==> config.mk <==
export PLATFORM = sky130hd
export DESIGN_NAME = pregfile_wb_arbiter
export DESIGN_NICKNAME = d
export VERILOG_FILES = /design/src/rtl/pregfile_wb_arbiter.sv
export SDC_FILE = /design/constraint.sdc
export NUM_CORES = 1
export LEC_CHECK = 0
export CAP_MARGIN = 20
export CORE_MARGIN = 5
export CORE_UTILIZATION = 45
export CTS_CLUSTER_DIAMETER = 100
export DETAILED_ROUTE_END_ITERATION = 7
export PLACE_DENSITY_LB_ADDON = 0.08
export REMOVE_ABC_BUFFERS = 1
export SLEW_MARGIN = 20
export SYNTH_ARGS = -nofsm -noshare
export SYNTH_HDL_FRONTEND = slang
export SYNTH_SLANG_ARGS = --single-unit
==> constraint.sdc <==
create_clock -name clock -period 15.8 [get_ports clock]
set_clock_uncertainty 0.15 [all_clocks]
set_input_delay 1.58 -clock clock [delete_from_list [all_inputs] [get_ports clock]]
set_output_delay 1.58 -clock clock [all_outputs]
set_load 0.1 [all_outputs]
==> src/rtl/pregfile_wb_arbiter.sv <==
// Writeback arbiter: NUM_SRC one-entry result buffers drained round-robin onto
// the two physical-register-file write ports.
module pregfile_wb_arbiter #(
  parameter int NUM_SRC = 4,
  parameter int DATA_W  = 64,
  parameter int PREG_W  = 6
) (
  input  logic                      clock,
  input  logic                      reset_n,
  input  logic                      flush,
  input  logic [NUM_SRC-1:0]        src_valid,
  output logic [NUM_SRC-1:0]        src_ready,
  input  logic [NUM_SRC*PREG_W-1:0] src_addr,
  input  logic [NUM_SRC*DATA_W-1:0] src_data,
  output logic                      wren0,
  output logic [PREG_W-1:0]         waddr0,
  output logic [DATA_W-1:0]         wdata0,
  output logic                      wren1,
  output logic [PREG_W-1:0]         waddr1,
  output logic [DATA_W-1:0]         wdata1,
  output logic [31:0]               conflict_cnt
);

  localparam int PTR_W = (NUM_SRC > 1) ? $clog2(NUM_SRC) : 1;
  localparam logic [PTR_W:0]   NUM_SRC_W = (PTR_W+1)'(NUM_SRC);
  localparam logic [PTR_W-1:0] LAST_IDX  = PTR_W'(NUM_SRC - 1);

  logic [NUM_SRC-1:0] buf_vld_reg;
  logic [NUM_SRC-1:0] buf_vld_next;
  logic [PREG_W-1:0]  buf_addr_reg [NUM_SRC];
  logic [DATA_W-1:0]  buf_data_reg [NUM_SRC];
  logic [PTR_W-1:0]   rr_ptr_reg;
  logic [PTR_W-1:0]   rr_ptr_next;
  logic [31:0]        conflict_cnt_reg;

  logic [NUM_SRC-1:0] grant;
  logic [NUM_SRC-1:0] load;
  logic               g0_found, g1_found;
  logic [PTR_W-1:0]   g0_idx, g1_idx, last_idx;
  logic [PTR_W:0]     scan_sum;
  logic [PTR_W-1:0]   scan_idx;

  // Scan from rr_ptr modulo NUM_SRC; first valid buffer -> port 0, second -> port 1.
  always_comb begin
    g0_found = 1'b0;
    g1_found = 1'b0;
    g0_idx   = '0;
    g1_idx   = '0;
    scan_sum = '0;
    scan_idx = '0;
    for (int k = 0; k < NUM_SRC; k++) begin
      scan_sum = {1'b0, rr_ptr_reg} + (PTR_W+1)'(k);
      if (scan_sum >= NUM_SRC_W) scan_sum = scan_sum - NUM_SRC_W;
      scan_idx = scan_sum[PTR_W-1:0];
      if (buf_vld_reg[scan_idx] && !flush) begin
        if (!g0_found) begin
          g0_found = 1'b1;
          g0_idx   = scan_idx;
        end else if (!g1_found) begin
          g1_found = 1'b1;
          g1_idx   = scan_idx;
        end
      end
    end
  end

  always_comb begin
    grant = '0;
    if (g0_found) grant[g0_idx] = 1'b1;
    if (g1_found) grant[g1_idx] = 1'b1;
  end

  assign wren0  = g0_found;
  assign waddr0 = g0_found ? buf_addr_reg[g0_idx] : '0;
  assign wdata0 = g0_found ? buf_data_reg[g0_idx] : '0;
  assign wren1  = g1_found;
  assign waddr1 = g1_found ? buf_addr_reg[g1_idx] : '0;
  assign wdata1 = g1_found ? buf_data_reg[g1_idx] : '0;

  assign last_idx    = g1_found ? g1_idx : g0_idx;
  assign rr_ptr_next = (last_idx == LAST_IDX) ? '0 : last_idx + 1'b1;

  generate
    for (genvar gi = 0; gi < NUM_SRC; gi++) begin : g_src
      assign src_ready[gi] = (!buf_vld_reg[gi] || grant[gi]) && !flush;
      // Writes to preg 0 complete the handshake but are never buffered.
      assign load[gi] = src_valid[gi] && src_ready[gi] &&
                        (src_addr[gi*PREG_W +: PREG_W] != '0);
      assign buf_vld_next[gi] = flush      ? 1'b0 :
                                load[gi]   ? 1'b1 :
                                grant[gi]  ? 1'b0 : buf_vld_reg[gi];
    end
  endgenerate

  always_ff @(posedge clock or negedge reset_n) begin
    if (!reset_n) begin
      buf_vld_reg      <= '0;
      rr_ptr_reg       <= '0;
      conflict_cnt_reg <= '0;
    end else begin
      buf_vld_reg <= buf_vld_next;
      if (|grant) rr_ptr_reg <= rr_ptr_next;
      if (!flush && ($countones(buf_vld_reg) > 2) && (conflict_cnt_reg != 32'hFFFF_FFFF))
        conflict_cnt_reg <= conflict_cnt_reg + 32'd1;
    end
  end

  // Payload storage needs no reset: it is only observed behind buf_vld_reg.
  always_ff @(posedge clock) begin
    for (int i = 0; i < NUM_SRC; i++) begin
      if (load[i]) begin
        buf_addr_reg[i] <= src_addr[i*PREG_W +: PREG_W];
        buf_data_reg[i] <= src_data[i*DATA_W +: DATA_W];
      end
    end
  end

  assign conflict_cnt = conflict_cnt_reg;

endmodule
==> flow_summary.json, run 1 <==
{
  "outcome": "finished clean",
  "ys_warn_count": 0,
  "power_w": 0.00358,
  "drtIter0Drc": 1144,
  "overflow": 0,
  "syn_avg_cell_area_um2": 12.4,
  "synthToLayoutAreaGrowth_pct": 37.3,
  "final_cell_mix": "462 x clkdlybuf4s50_1, 280 x edfxtp_1, 156 x nand2_1",
  "cp.arrival_ns": 6.70,
  "hold_class": "reg -> reg",
  "rsz0062_at_grt": "false",
  "slowest_stage": "clkdlybuf4s50_1",
  "drv_slew": 0,
  "syn-cell-area_um2": 16200,
  "cts-root-buf": "clkbuf_16",
  "ys_seq_area_share_pct": 57.8,
  "clk_pin_slew_worst_paths_ns": 0.06,
  "drv_cap": 0,
  "grtUsageTotal_pct": 28.0,
  "final_nets": 2003,
  "grt_max_degree": 145,
  "clock_latency_ns": 0.53,
  "htree_levels": 2,
  "cp_top_family": "buffers and inverters",
  "layout_commonest_cell": "clkdlybuf4s50_1",
  "die_w_um": 200,
  "totalWireLength_um": 58600,
  "leakagePower_nw": 7.69,
  "synth_top_area_share_pct": 51.9,
  "drcViolationCount": 0,
  "synth_ff_type": "edfxtp_1",
  "utilization_pct": 62.5,
  "synth_cells": 1309,
  "cts_max_path_buffers": 3,
  "critPathMaxFanout": 83,
  "multiInputGateArea_um2": 6250,
  "final_cells": 2205,
  "ys_types": 66,
  "port_buffers": 464,
  "post_route_cells_drive_above_1_share_pct": 10.9,
  "synthArstFlopShare_pct": 11.9,
  "cts_setup_buffers": 0,
  "rows": 69,
  "endpoint_kind": "output pin",
  "fin_crit_ns": 8.43,
  "largest_register_ffs": 256,
  "grt_antenna_before_repair": 14,
  "dp_cells": 2130,
  "ff_latch_area_um2": 9360,
  "vias": 13300,
  "critPathKind": "in -> out",
  "cpPeakStageDelay_ns": 1.20,
  "peakVddDrop_mv": 0.120,
  "required_ns": 14.07,
  "cts_resized": 0,
  "chipHeight_um": 200,
  "relSlewSlack_pct": 16.6,
  "numClockSinks": 318,
  "path_cells": "buf_4 > buf_4 > nand2b_1 > a211oi_1 > o31a_4 > nor2_8 > buf_4 > nor2_1 > a211oi_1 > clkdlybuf4s50_1",
  "vias_per_cell": 6.04,
  "synth_area_leaders": "edfxtp_1 52%, dfrtp_1 5.9%, mux2_2 5.2%",
  "cpMostUsedCell": "buf_4",
  "gp_congestion": 0.892,
  "cts_tree": "built",
  "synth_edf_count": 280,
  "cts-hold-fix-buffers": 0,
  "hold_viol_final": 0,
  "grt_pass1_wl_um": 85000,
  "grt_pass1_vias": 13200,
  "worst_pin_slew_ns": 1.25,
  "powerDensity_nw_per_um2": 161,
  "fillCellCount": 2889,
  "post_drt_wl_per_cell_um": 26.6,
  "die_area_um2": 39900,
  "path_buf_inv": 4,
  "yosys.area.top_type": "edfxtp_1",
  "first_pass_iters": 5,
  "start_kind": "input port",
  "holdWs_ns": 0.344,
  "core-area_um2": 35600,
  "synth_seq_cells": 318,
  "setup_viol": 0,
  "hpwl_um": 37700,
  "ios": 465,
  "fmaxAchievable_mhz": 119,
  "drtAntennaViolNets": 0,
  "finalCritPeriodShare_pct": 53.4,
  "initial_utilization_pct": 45.5,
  "cts_made_buffers": 38
}
==> cell type report <==
cell class              instances  area share, %
flip-flops and latches        318           42.1
multi-input cells             852           28.1
repair buffers                483           21.5
clock buffers                  51           4.59
well taps                     461           2.59
clock inverters                15          0.681
inverters                      16          0.270
diodes                          9          0.101
==> cells by family (layout without fill, tap and decap cells) <==
logic type / after synthesis / count (layout) / share of synthesized area (%)
adder cells (fa/ha/maj): 8 / 8 / 0.649
XOR/XNOR: 33 / 33 / 1.78
multiplexers: 146 / 146 / 9.68
AND/OR/NAND/NOR: 401 / 401 / 11.8
buffers and inverters: 139 / 565 / 3.97
flip-flops: 318 / 318 / 57.8
other: 0 / 9 / 0
AO/OA/AOI/OAI: 264 / 264 / 14.3
==> metal layers <==
metal | global-route usage (%) | up-vias | share of wire [%]
met4 | 8.96 | 8 | 2.6
met1 | 37.5 | 6585 | 40
met3 | 7.27 | 93 | 9.5
li1 | - | 5936 | -
met5 | 0 | - | 0.082
met2 | 45.1 | 686 | 48
==> power breakdown <==
part | total, W | leakage (nW) | switching [W] | internal [W]
Clock | 0.000839 | 0.573 | 0.000338 | 0.000501
Combinational | 0.00169 | 4.05 | 0.00126 | 0.000437
Sequential | 0.00105 | 3.07 | 0.0000568 | 0.000992
==> worst reg2reg max path, delay by kind of cell (launching register included) <==
family | cells | cell delay (ns)
AOI/OAI and AO/OA | 5 | 0.91
DFF | 1 | 0.81
adders and majority gates | 1 | 0.29
and+or+nand+nor | 2 | 0.88
buffers and inverters | 3 | 1.96
muxes | 1 | 0.44
==> final timing paths <==
kind                            startpoint  cells past startpoint  slack (ns)             endpoint
setup / recovery                     flush                     10        7.37            waddr0[3]
hold reg to reg            conflict_cnt[6]                      1        0.34      conflict_cnt[6]
max in group asynchronous          reset_n                      1       13.90     conflict_cnt[13]
hold / removal             conflict_cnt[6]                      1        0.34      conflict_cnt[6]
min in group asynchronous          reset_n                      1        1.03      conflict_cnt[6]
setup reg to reg             rr_ptr_reg[0]                     12        9.95  buf_data_reg[1][53]
==> cells in the mapped netlist (all sizes together), types with 2 or more instances <==
library cell  count
a2111oi          71
a211oi           73
a21oi             7
a221o             2
a221oi            2
a311oi           72
a31oi             3
and2              6
and3             71
and4              3
buf              64
clkbuf           59
dfrtp            38
edfxtp          280
ha                6
inv              16
mux2             75
mux2i            70
nand2           158
nand2b            5
nand3            15
nand3b            6
nand4             6
nand4bb           3
nor2             95
nor3             13
nor3b             5
o211ai            6
o21ai             7
o221a             3
o31a              2
o31ai             4
or2               4
or3               3
or4               5
xnor2            17
xor2             16
==> per-stage QoR <==
stage | area, um^2 | setup WS [ns] | setup TNS (ns)
2_1_floorplan | 15600 | -4.65 | -579.88
3_3_place_gp | 21000 | 7.55 | 0
3_5_place_dp | 21000 | 7.45 | 0
4_1_cts | 22200 | 7.41 | 0
5_1_grt | 22200 | 7.17 | 0
6_report | 22200 | 7.37 | 0
Power figures use the tool's default switching activity.
==> run 2: changes to the inputs <==
- clock period: 15.8 -> 8.6 ns (I/O delays scaled with it)
==> flow_summary.json, run 2 (same netlist as run 1, synthesis figures left out) <==
{
  "rows": 69,
  "fin_crit_ns": 6.61,
  "cts_made_buffers": 38,
  "outcome": "finished clean",
  "die_area_um2": 39900,
  "start_kind": "flip-flop",
  "layout_commonest_cell": "clkdlybuf4s50_1",
  "overflow": 0,
  "ff_latch_area_um2": 9360,
  "finalCritPeriodShare_pct": 76.9,
  "cts_resized": 0,
  "grt_pass1_wl_um": 83800,
  "final_cells": 2214,
  "drcViolationCount": 0,
  "cts_max_path_buffers": 3,
  "drv_slew": 0,
  "leakagePower_nw": 7.69,
  "drtAntennaViolNets": 0,
  "critPathMaxFanout": 91,
  "setup_viol": 0,
  "power_w": 0.00657,
  "final_nets": 2006,
  "cpPeakStageDelay_ns": 1.21,
  "ios": 465,
  "first_pass_iters": 5,
  "core-area_um2": 35600,
  "slowest_stage": "clkdlybuf4s50_1",
  "critPathKind": "reg -> out",
  "peakVddDrop_mv": 0.218,
  "htree_levels": 2,
  "synthToLayoutAreaGrowth_pct": 37.5,
  "use_met2_pct": 44.8,
  "hpwl_um": 36900,
  "grt_use_met3_pct": 7.57,
  "cp_top_family": "buffers and inverters",
  "clk_pin_slew_worst_paths_ns": 0.06,
  "drtIter0Drc": 975,
  "relSlewSlack_pct": 26.0,
  "numClockSinks": 318,
  "cts-hold-fix-buffers": 0,
  "path_cells": "nand4bb_1 > o211ai_1 > a221o_2 > nand2_4 > buf_4 > a2111oi_0 > a311oi_1 > clkdlybuf4s50_1",
  "multiInputGateArea_um2": 6250,
  "final_cell_mix": "462 x clkdlybuf4s50_1, 280 x edfxtp_1, 156 x nand2_1",
  "vias_per_cell": 6.02,
  "path_buf_inv": 2,
  "powerDensity_nw_per_um2": 295,
  "worst_pin_slew_ns": 1.11,
  "cts_tree": "built",
  "post_route_cells_drive_above_1_share_pct": 10.9,
  "hold_class": "in -> async",
  "cts_setup_buffers": 0,
  "rsz0062_at_grt": "false",
  "met1_usage_pct": 35.9,
  "largest_register_ffs": 256,
  "gp_congestion": 0.880,
  "finalSetupTns_ns": 0,
  "hold_viol_final": 0,
  "endpoint_kind": "output pin",
  "totalWireLength_um": 57900,
  "die_w_um": 200,
  "holdWs_ns": 0.313,
  "cts-root-buf": "clkbuf_16",
  "fillCellCount": 2817,
  "cp.arrival_ns": 5.60,
  "post_drt_wl_per_cell_um": 26.1,
  "chipHeight_um": 200,
  "fmaxAchievable_mhz": 151,
  "clock_latency_ns": 0.53,
  "grtUsageTotal_pct": 27.6,
  "vias": 13300,
  "initial_utilization_pct": 45.5,
  "grt_antenna_before_repair": 13,
  "grt_pass1_vias": 13300,
  "required_ns": 7.59,
  "port_buffers": 464,
  "dp_cells": 2132,
  "gr-max-usage-layer": "met2",
  "drv_cap": 0,
  "grt_max_degree": 145
}
run 2: cell type report:
class,instances,share of cell area [%]
Sequential cell,318,42.0
Multi-Input combinational cell,852,28.1
Timing Repair Buffer,486,21.8
Clock buffer,55,4.74
Tap cell,461,2.59
Clock inverter,11,0.360
Inverter,16,0.270
Antenna cell,15,0.169
run 2: metrics by stage:
| step | utilization, % | instance area [um^2] | setup slack (ns) |
|---|---|---|---|
| 3_3_place_gp | 59.2 | 21100 | 2.49 |
| 2_1_floorplan | - | 15600 | -11.13 |
| 4_1_cts | 62.4 | 22200 | 1.99 |
| 6_report | 62.6 | 22300 | 1.99 |
| 5_1_grt | 62.6 | 22300 | 1.76 |
| 3_5_place_dp | 59.2 | 21100 | 2.42 |
run 2: worst paths after layout:
kind | cells after the start | start | endpoint | slack, ns
max in group asynchronous | 1 | reset_n | conflict_cnt[20] | 7.43
worst max-delay path | 8 | buf_vld_reg[3] | wdata1[28] | 1.99
worst max register to register | 8 | buf_vld_reg[1] | buf_data_reg[3][19] | 3.57
min in group clock | 1 | conflict_cnt[6] | conflict_cnt[6] | 0.35
worst min register to register | 1 | conflict_cnt[6] | conflict_cnt[6] | 0.35
worst min-delay path | 1 | reset_n | conflict_cnt[5] | 0.31
run 2: metal layers:
| metal | vias up | wire length [um] |
|---|---|---|
| li1 | 5939 | - |
| met1 | 6550 | 22300 |
| met2 | 706 | 27700 |
| met3 | 126 | 5880 |
| met4 | 6 | 1940 |
| met5 | - | 35 |
run 2: where the power goes:
part           internal [W]  leakage (nW)  switching, W
registers           0.00182          3.07      0.000104
clock network      0.000879         0.550      0.000616
logic              0.000824          4.07       0.00232
total               0.00353          7.69       0.00304
==> run 3: changes to the inputs <==
- clock period: 8.6 -> 6.1 ns (I/O delays scaled with it)
==> flow_summary.json, run 3 (same netlist as run 1, synthesis figures left out) <==
{
  "outcome": "finished clean",
  "peakVddDrop_mv": 0.280,
  "port_buffers": 464,
  "gp_congestion": 0.884,
  "powerDensity_nw_per_um2": 417,
  "synthToLayoutAreaGrowth_pct": 36.3,
  "clock_latency_ns": 0.52,
  "die_w_um": 200,
  "htree_levels": 2,
  "ios": 465,
  "cts_made_buffers": 38,
  "utilization_pct": 62.1,
  "largest_register_ffs": 256,
  "grt_antenna_before_repair": 12,
  "first_pass_iters": 5,
  "rsz0062_at_grt": "false",
  "vias": 13300,
  "grt_pass1_wl_um": 84500,
  "grt_pass1_vias": 13500,
  "final_cell_mix": "319 x clkdlybuf4s50_1, 280 x edfxtp_1, 156 x nand2_1",
  "post_route_cells_drive_above_1_share_pct": 19.2,
  "numClockSinks": 318,
  "drtIter0Drc": 1018,
  "fmaxAchievable_mhz": 187,
  "setup_viol": 0,
  "post_drt_wl_per_cell_um": 26.1,
  "slowest_stage": "and2_4",
  "drtAntennaViolNets": 0,
  "cpMostUsedCell": "buf_4",
  "required_ns": 5.34,
  "layout_commonest_cell": "clkdlybuf4s50_1",
  "drv_slew": 0,
  "rows": 69,
  "clk_pin_slew_worst_paths_ns": 0.06,
  "startpoint": "rr_ptr_reg[1]",
  "cts-hold-fix-buffers": 0,
  "hold_class": "in -> async",
  "totalWireLength_um": 57800,
  "holdWs_ns": 0.0699,
  "grtUsageTotal_pct": 27.8,
  "path_cells": "or2_1 > a2bb2oi_1 > o221a_2 > and2_4 > buf_4 > nand2_1 > a311oi_1 > buf_4",
  "drcViolationCount": 0,
  "chipHeight_um": 200,
  "overflow": 0,
  "vias_per_cell": 6.02,
  "cts_resized": 0,
  "cts-root-buf": "clkbuf_16",
  "cts_setup_buffers": 0,
  "power_w": 0.00920,
  "grt_max_degree": 83,
  "hold_viol_final": 0,
  "endpoint_kind": "output pin",
  "drv_cap": 0,
  "final_nets": 2009,
  "fin_crit_ns": 5.36,
  "leakagePower_nw": 7.99,
  "cts_tree": "built",
  "die_area_um2": 39900,
  "start_kind": "flip-flop",
  "critPathKind": "reg -> out",
  "finalCritPeriodShare_pct": 87.9,
  "relSlewSlack_pct": 24.2,
  "core-area_um2": 35600,
  "cpPeakStageDelay_ns": 0.92,
  "hpwl_um": 37200,
  "reg2reg_from": "rr_ptr_reg[1]",
  "cp.arrival_ns": 4.60,
  "cts_max_path_buffers": 3,
  "initial_utilization_pct": 45.5,
  "critPathMaxFanout": 63,
  "worst_pin_slew_ns": 1.14
}
-- run 3: worst paths after layout --
kind | endpoint | slack, ns | depth (start not counted)
min reg2reg | conflict_cnt[6] | 0.36 | 1
max in group asynchronous | conflict_cnt[29] | 5.16 | 1
min in group clock | conflict_cnt[6] | 0.36 | 1
min | buf_vld_reg[3] | 0.07 | 1
max reg2reg | buf_data_reg[3][51] | 1.43 | 8
max | wdata1[54] | 0.74 | 8
-- run 3: worst max-delay path, delay by kind of cell (launching register included) --
kind                   cells  cell delay (ns)
AND/OR/NAND/NOR            3             1.22
AO/OA/AOI/OAI              3             1.36
buffers and inverters      2             0.70
flip-flops                 1             0.72
-- run 3: power by group --
group	switching [W]	leakage (nW)	total (W)	internal [W]
sequential	0.000144	3.07	0.00271	0.00257
combinational	0.00327	4.37	0.00436	0.00109
clock	0.000865	0.554	0.00212	0.00126
total	0.00428	7.99	0.00920	0.00492
-- run 3: layout make-up --
class                      count  area, um^2
inverter                      16        60.1
antenna                        9        22.5
timing repair buffer         489        4650
sequential                   318        9360
fill                        2801       13500
multi-input combinational    852        6250
clock buffer                  53        1030
clock inverter                13         118
tap                          461         577
-- run 3: routing by layer --
layer | GRT usage, % | wire [um] | vias to the layer above | share of wire, %
li1 | - | - | 5942 | -
met1 | 36.5 | 22900 | 6625 | 40
met2 | 46.3 | 27900 | 630 | 48
met3 | 6.96 | 5460 | 112 | 9.4
met4 | 7.12 | 1460 | 6 | 2.5
met5 | 0 | 34 | - | 0.059
-- run 3: metrics by stage --
stage / TNS (ns) / area [um^2] / std cells / setup WS [ns]
2_1_floorplan: -3014.32 / 15600 / 1186 / -13.53
3_3_place_gp: 0 / 20900 / 2136 / 1.46
3_5_place_dp: 0 / 20900 / 2136 / 1.32
4_1_cts: 0 / 22100 / 2202 / 0.778
5_1_grt: 0 / 22100 / 2207 / 0.526
6_report: 0 / 22100 / 2211 / 0.740
